===== src/rtl/usb_tx_pkg.sv =====
// Shared types and constants for the USB full-speed TX line encoder.
package usb_tx_pkg;

  typedef enum logic [1:0] {
    IDLE    = 2'd0,
    SEND    = 2'd1,
    EOP_SE0 = 2'd2,
    EOP_J   = 2'd3
  } tx_state_e;

  // Line states as {dplus, dminus}
  localparam logic [1:0] LINE_J   = 2'b10;
  localparam logic [1:0] LINE_K   = 2'b01;
  localparam logic [1:0] LINE_SE0 = 2'b00;

  // Consecutive data ones after which a zero is stuffed
  localparam int unsigned STUFF_LIMIT  = 6;
  // Bit-times of SE0 at the start of EOP
  localparam int unsigned EOP_SE0_BITS = 2;

  // NRZI toggle between the two differential data states
  function automatic logic [1:0] line_toggle(input logic [1:0] line);
    return (line == LINE_J) ? LINE_K : LINE_J;
  endfunction

endpackage


===== src/rtl/usb_bit_timer.sv =====
// Rollover counter dividing clk down to USB bit-times; strobes on count 0.
module usb_bit_timer #(
  parameter int CLKS_PER_BIT = 8,
  localparam int CW = $clog2(CLKS_PER_BIT)
) (
  input  logic clk,
  input  logic n_rst,
  input  logic en_i,
  input  logic clear_i,
  output logic boundary_o
);

  localparam logic [CW-1:0] LAST = CW'(CLKS_PER_BIT - 1);

  logic [CW-1:0] cnt_q, cnt_d;

  // Next count: clear wins, otherwise count 0..CLKS_PER_BIT-1 and wrap
  always_comb begin
    cnt_d = cnt_q;
    if (clear_i) begin
      cnt_d = '0;
    end else if (en_i) begin
      cnt_d = (cnt_q == LAST) ? '0 : cnt_q + CW'(1);
    end
  end

  // Count register
  always_ff @(posedge clk or negedge n_rst) begin
    if (!n_rst) cnt_q <= '0;
    else        cnt_q <= cnt_d;
  end

  assign boundary_o = en_i && (cnt_q == '0);

endmodule


===== src/rtl/usb_tx_line_encoder.sv =====
// USB full-speed TX line encoder: bit stuffing, NRZI, EOP generation.
//
// Shift-register handshake: shift_enable is a one-cycle request that the
// upstream shift register advance by one bit at the end of this cycle;
// serial_in must hold the current bit whenever shift_enable is high.
// byte_done coincides with the shift_enable that consumes the 8th bit of a
// byte; the next byte must be loaded before the next bit boundary.
module usb_tx_line_encoder
  import usb_tx_pkg::*;
#(
  parameter int CLKS_PER_BIT = 8
) (
  input  logic clk,
  input  logic n_rst,
  input  logic serial_in,
  input  logic tx_start,
  input  logic tx_eop_req,
  output logic shift_enable,
  output logic byte_done,
  output logic dplus_out,
  output logic dminus_out,
  output logic tx_busy
);

  localparam logic [2:0] STUFF_CNT = 3'(STUFF_LIMIT);
  localparam logic [2:0] SE0_LAST  = 3'(EOP_SE0_BITS - 1);

  tx_state_e  state_q, state_d;
  logic [2:0] ones_q, ones_d;
  logic [2:0] bit_q, bit_d;       // data bit index in SEND, SE0 bit-time in EOP_SE0
  logic [1:0] line_q, line_d;
  logic       eop_pend_q, eop_pend_d;
  logic       boundary;

  usb_bit_timer #(.CLKS_PER_BIT(CLKS_PER_BIT)) u_timer (
    .clk       (clk),
    .n_rst     (n_rst),
    .en_i      (state_q != IDLE),
    .clear_i   (state_q == IDLE),
    .boundary_o(boundary)
  );

  // Next-state, line and strobe decode; acts only on bit boundaries
  always_comb begin
    state_d      = state_q;
    ones_d       = ones_q;
    bit_d        = bit_q;
    line_d       = line_q;
    eop_pend_d   = eop_pend_q;
    shift_enable = 1'b0;
    byte_done    = 1'b0;
    unique case (state_q)
      IDLE: begin
        line_d = LINE_J;
        if (tx_start) begin
          state_d    = SEND;
          ones_d     = '0;
          bit_d      = '0;
          eop_pend_d = 1'b0;
        end
      end
      SEND: begin
        if (boundary) begin
          if (ones_q == STUFF_CNT) begin
            // Stuffed zero: toggle without consuming a data bit
            line_d = line_toggle(line_q);
            ones_d = '0;
          end else if (eop_pend_q) begin
            line_d     = LINE_SE0;
            state_d    = EOP_SE0;
            bit_d      = '0;
            eop_pend_d = 1'b0;
          end else begin
            shift_enable = 1'b1;
            bit_d        = bit_q + 3'd1;
            if (serial_in) begin
              ones_d = ones_q + 3'd1;
            end else begin
              ones_d = '0;
              line_d = line_toggle(line_q);
            end
            if (bit_q == 3'd7) begin
              byte_done = 1'b1;
              if (tx_eop_req) eop_pend_d = 1'b1;
            end
          end
        end
      end
      EOP_SE0: begin
        if (boundary) begin
          if (bit_q == SE0_LAST) begin
            line_d  = LINE_J;
            state_d = EOP_J;
            bit_d   = '0;
          end else begin
            line_d = LINE_SE0;
            bit_d  = bit_q + 3'd1;
          end
        end
      end
      EOP_J: begin
        if (boundary) begin
          line_d  = LINE_J;
          state_d = IDLE;
        end
      end
      default: state_d = IDLE;
    endcase
  end

  // State, counters and registered line drivers
  always_ff @(posedge clk or negedge n_rst) begin
    if (!n_rst) begin
      state_q    <= IDLE;
      ones_q     <= '0;
      bit_q      <= '0;
      line_q     <= LINE_J;
      eop_pend_q <= 1'b0;
    end else begin
      state_q    <= state_d;
      ones_q     <= ones_d;
      bit_q      <= bit_d;
      line_q     <= line_d;
      eop_pend_q <= eop_pend_d;
    end
  end

  assign dplus_out  = line_q[1];
  assign dminus_out = line_q[0];
  assign tx_busy    = (state_q != IDLE);

endmodule

===== config.mk =====
export PLATFORM = sky130hd
export DESIGN_NAME = usb_tx_line_encoder
export DESIGN_NICKNAME = d
export VERILOG_FILES = /design/src/rtl/usb_tx_pkg.sv /design/src/rtl/usb_bit_timer.sv /design/src/rtl/usb_tx_line_encoder.sv
export SDC_FILE = /design/constraint.sdc
export NUM_CORES = 1
export LEC_CHECK = 0
export CAP_MARGIN = 0
export CORE_MARGIN = 4
export CORE_UTILIZATION = 45
export DETAILED_ROUTE_END_ITERATION = 6
export DONT_BUFFER_PORTS = 1
export GPL_TIMING_DRIVEN = 0
export PLACE_DENSITY = 0.59
export SLEW_MARGIN = 0
export SYNTH_ARGS = -nofsm -noshare
export SYNTH_HDL_FRONTEND = slang
export SYNTH_SLANG_ARGS = --single-unit
export TNS_END_PERCENT = 5

===== constraint.sdc =====
create_clock -name clk -period 5.1 [get_ports clk]
set_input_delay 1.02 -clock clk [delete_from_list [all_inputs] [get_ports clk]]
set_output_delay 1.02 -clock clk [all_outputs]
set_load 0.03 [all_outputs]

==> impl_metrics.ini <==
[route]
vias = 650
drc = 0
routedWlPerCell_um = 12.6
first_pass_iters = 4
drt-vias-per-instance = 5.28
detail-route-antenna-nets = 0
drt_iter0_markers = 2
route.final.wire_length_mm = 1.55

[timing]
setup_slack_ps = 2050
clock-skew-final_ps = 6.50
fmax_mhz = 328
hold-worst-slack_ps = 417
setup_tns_ps = 0
finalWorstPathRequiredPeriod_ps = 3050
setup_viol = 0
final.period_utilization_pct = 59.8
rsz0062_at_grt = false
timing_worst_slew_pin_value_ps = 331
timing_max_transition_violations_final = 0
report.final.hold_viol_count = 0
worst_slew_margin_rel_pct = 77.9

[final_layout]
fin_nets = 114
area_of_the_multi_input_gates_um2 = 515
synthToLayoutAreaGrowth_pct = 7.55
num-fill-cells = 206
diodes = 0
sequential_standard_cell_area_um2 = 352
post-route-cell-area_um2 = 998
drive_gt1_share_pct = 24.0

[clock_network]
cts.sink_count = 14
worstSkewPairLatency_ps = 280
cts_post_setup_buffers_inserted = 0
quantity_of_hold_fixing_buffers_added_after_cts = 0
cts_made_buffers = 3
cts_resized = 0
cts_tree = built
worst_setup_hold_path_clk_slew_ps = 90
cts.htree.levels = 1
clock_path_buffers = 2
clockRootBuffer = sky130_fd_sc_hd__clkbuf_4

[pwr]
net-switching-power_mw = 0.258
cellLeakagePower_nw = 0.478
power_report.internal_total_mw = 0.348
power.share.switching_pct = 42.6
worst_ir_drop_vdd_v = 0.000345
logic_pwr_share_pct = 54.0
power_density_nw_per_um2 = 608
p_seq_share_pct = 32.6
pwr-share-clk_pct = 13.4

[placement]
dp_hpwl_mm = 1.25
gp_congestion = 0.785
dpl_worst_slack_ps = 2360
placement.cell_area_um2 = 962
port_buffers = 0

[yosys]
number_of_standard_cells_after_synthesis = 92
synth_top_cell_by_area = sky130_fd_sc_hd__dfrtp_1
synth_area_per_cell_um2 = 10.1
synth_top_area_share_pct = 35.0
synth.yosys.warnings = 0
synth-edff-count = 0
synth_top_cells_by_area = sky130_fd_sc_hd__dfrtp_1, sky130_fd_sc_hd__ha_1, sky130_fd_sc_hd__inv_1, sky130_fd_sc_hd__dfstp_2, sky130_fd_sc_hd__nand2_1
netlist_area_um2 = 928
yosys.cell_types.count = 36
synth.net_count = 109
async_flop_share_pct = 100
yosysSeqAreaShare_pct = 37.9
ys_seq_elements = 14
ys_flop_type = sky130_fd_sc_hd__dfrtp_1

[critical_path]
path_max_fanout = 8
r2r_start = state_q[0]
cp_data_required_time_ps = 4080
critical_path.startpoint_type = register
criticalPathCategory = register to output port
timing.critical_path.to_type = output port
worst_ep_arrival_time_ps = 2030
timing.critical_path.from = state_q[0]

[global_routing]
grt_use_total_pct = 14.0
grt_pass1_vias = 672
antenna_found_initial = 0
grt_overflow = 0
grt_max_degree = 15
global_route_wire_length_before_repair_mm = 2.83

[die]
io_pins = 10
placeableCoreArea_um2 = 1960
fp.dieW_um = 53.4
die_h_um = 53.4
dieArea_um2 = 2850
start_util_pct = 47.3
rows = 16

[hold_path]
min_path_type = input port to asynchronous set/reset pin

[status]
status = completed

[run]
max_cap_viol_count = 0
-- cells in the final DEF (no fill, tap or decap) --
cell,instances
sky130_fd_sc_hd__inv_1,13
sky130_fd_sc_hd__dfrtp_1,13
sky130_fd_sc_hd__ha_1,12
sky130_fd_sc_hd__nand2_1,7
sky130_fd_sc_hd__a21oi_1,4
sky130_fd_sc_hd__nor2_1,3
sky130_fd_sc_hd__o21ai_2,3
sky130_fd_sc_hd__a31oi_1,3
sky130_fd_sc_hd__clkbuf_4,3
sky130_fd_sc_hd__and2b_2,2
sky130_fd_sc_hd__nor2b_1,2
sky130_fd_sc_hd__nand3_1,2
sky130_fd_sc_hd__o21ai_0,2
sky130_fd_sc_hd__mux2_2,2
sky130_fd_sc_hd__nand4_1,2
sky130_fd_sc_hd__nor3_1,1
sky130_fd_sc_hd__buf_4,1
sky130_fd_sc_hd__nor3b_4,1
sky130_fd_sc_hd__and3_2,1
sky130_fd_sc_hd__and2_1,1
sky130_fd_sc_hd__nand2b_1,1
sky130_fd_sc_hd__or2b_1,1
sky130_fd_sc_hd__o2111ai_2,1
sky130_fd_sc_hd__or3b_4,1
sky130_fd_sc_hd__and3_1,1
sky130_fd_sc_hd__buf_2,1
sky130_fd_sc_hd__a21bo_2,1
sky130_fd_sc_hd__o41ai_1,1
sky130_fd_sc_hd__o221ai_1,1
sky130_fd_sc_hd__and3b_2,1
sky130_fd_sc_hd__o211ai_1,1
sky130_fd_sc_hd__nor3b_2,1
sky130_fd_sc_hd__mux2i_1,1
sky130_fd_sc_hd__a21o_2,1
sky130_fd_sc_hd__or3b_2,1
sky130_fd_sc_hd__o32ai_1,1
sky130_fd_sc_hd__clkbuf_8,1
sky130_fd_sc_hd__dfstp_2,1
-- layer usage --
metal	part of all wire (%)	global-route usage, %
met2	47	22.0
met5	0	0
met4	0.65	3.83
met1	45	16.5
met3	7.7	7.32
-- power by group through the flow --
| stage | Combinational, mW | Sequential (mW) | Clock (mW) |
|---|---|---|---|
| after floorplan | 0.279 | 0.194 | 0 |
| after global placement | 0.324 | 0.199 | 0 |
| after detailed placement | 0.332 | 0.201 | 0 |
| after CTS | 0.333 | 0.198 | 0.0859 |
| after global routing | 0.377 | 0.204 | 0.0893 |
| final | 0.328 | 0.198 | 0.0813 |
-- logic make-up (layout without fill, tap and decap cells) --
family          after synthesis  after routing  share of synthesized area, %
fa+ha+maj                    12             12                          16.2
mux                           3              3                          3.50
flops                        14             14                          37.9
buf+inv                      15             19                          6.60
compound gates               19             19                          15.4
simple gates                 29             29                          20.5
-- worst max-delay path: stages, from the launching register on --
cell	delay [ps]
sky130_fd_sc_hd__dfrtp_1	390
sky130_fd_sc_hd__inv_1	90
sky130_fd_sc_hd__ha_1	310
sky130_fd_sc_hd__nor3b_4	300
sky130_fd_sc_hd__and3_2	340
sky130_fd_sc_hd__and2_1	330
-- metrics by stage --
stage                     total power [mW]  std cells  utilization (%)
after floorplan                      0.473         92                -
after global placement               0.523        119             49.0
after detailed placement             0.533        119             49.0
after CTS                            0.617        123             50.9
after global routing                 0.671        123             50.9
final                                0.607        123             50.9
-- sequential cells by signal, indices dropped and copies added (netlist names) --
signal and cells:
ones_q 3, line_q 2, bit_q 3, eop_pend_q 1, state_q 2, u_timer.cnt_q 3
-- final timing paths --
path,to,slack (ps),cells past startpoint
min,ones_q[0],420,0
max in group asynchronous,line_q[1],4510,0
max reg2reg,state_q[1],3140,6
min reg2reg,u_timer.cnt_q[0],470,1
min in group clk,u_timer.cnt_q[0],470,1
max,byte_done,2050,5
-- final cells by class --
| type | count | share of cell area, % |
|---|---|---|
| tap | 27 | 3.38 |
| sequential | 14 | 35.2 |
| clock buffer | 4 | 3.63 |
| inverter | 13 | 4.89 |
| multi-input combinational | 63 | 51.6 |
| buffer | 2 | 1.25 |
-- synth_stat cells (2+ instances only) --
cell / instances
sky130_fd_sc_hd__a21oi_1: 4
sky130_fd_sc_hd__a31oi_1: 3
sky130_fd_sc_hd__and2b_2: 2
sky130_fd_sc_hd__dfrtp_1: 13
sky130_fd_sc_hd__ha_1: 12
sky130_fd_sc_hd__inv_1: 13
sky130_fd_sc_hd__mux2_2: 2
sky130_fd_sc_hd__nand2_1: 7
sky130_fd_sc_hd__nand3_1: 2
sky130_fd_sc_hd__nand4_1: 2
sky130_fd_sc_hd__nor2_1: 3
sky130_fd_sc_hd__nor2b_1: 2
sky130_fd_sc_hd__o21ai_0: 2
sky130_fd_sc_hd__o21ai_2: 3
No activity file was read; power rests on OpenSTA's default activity.
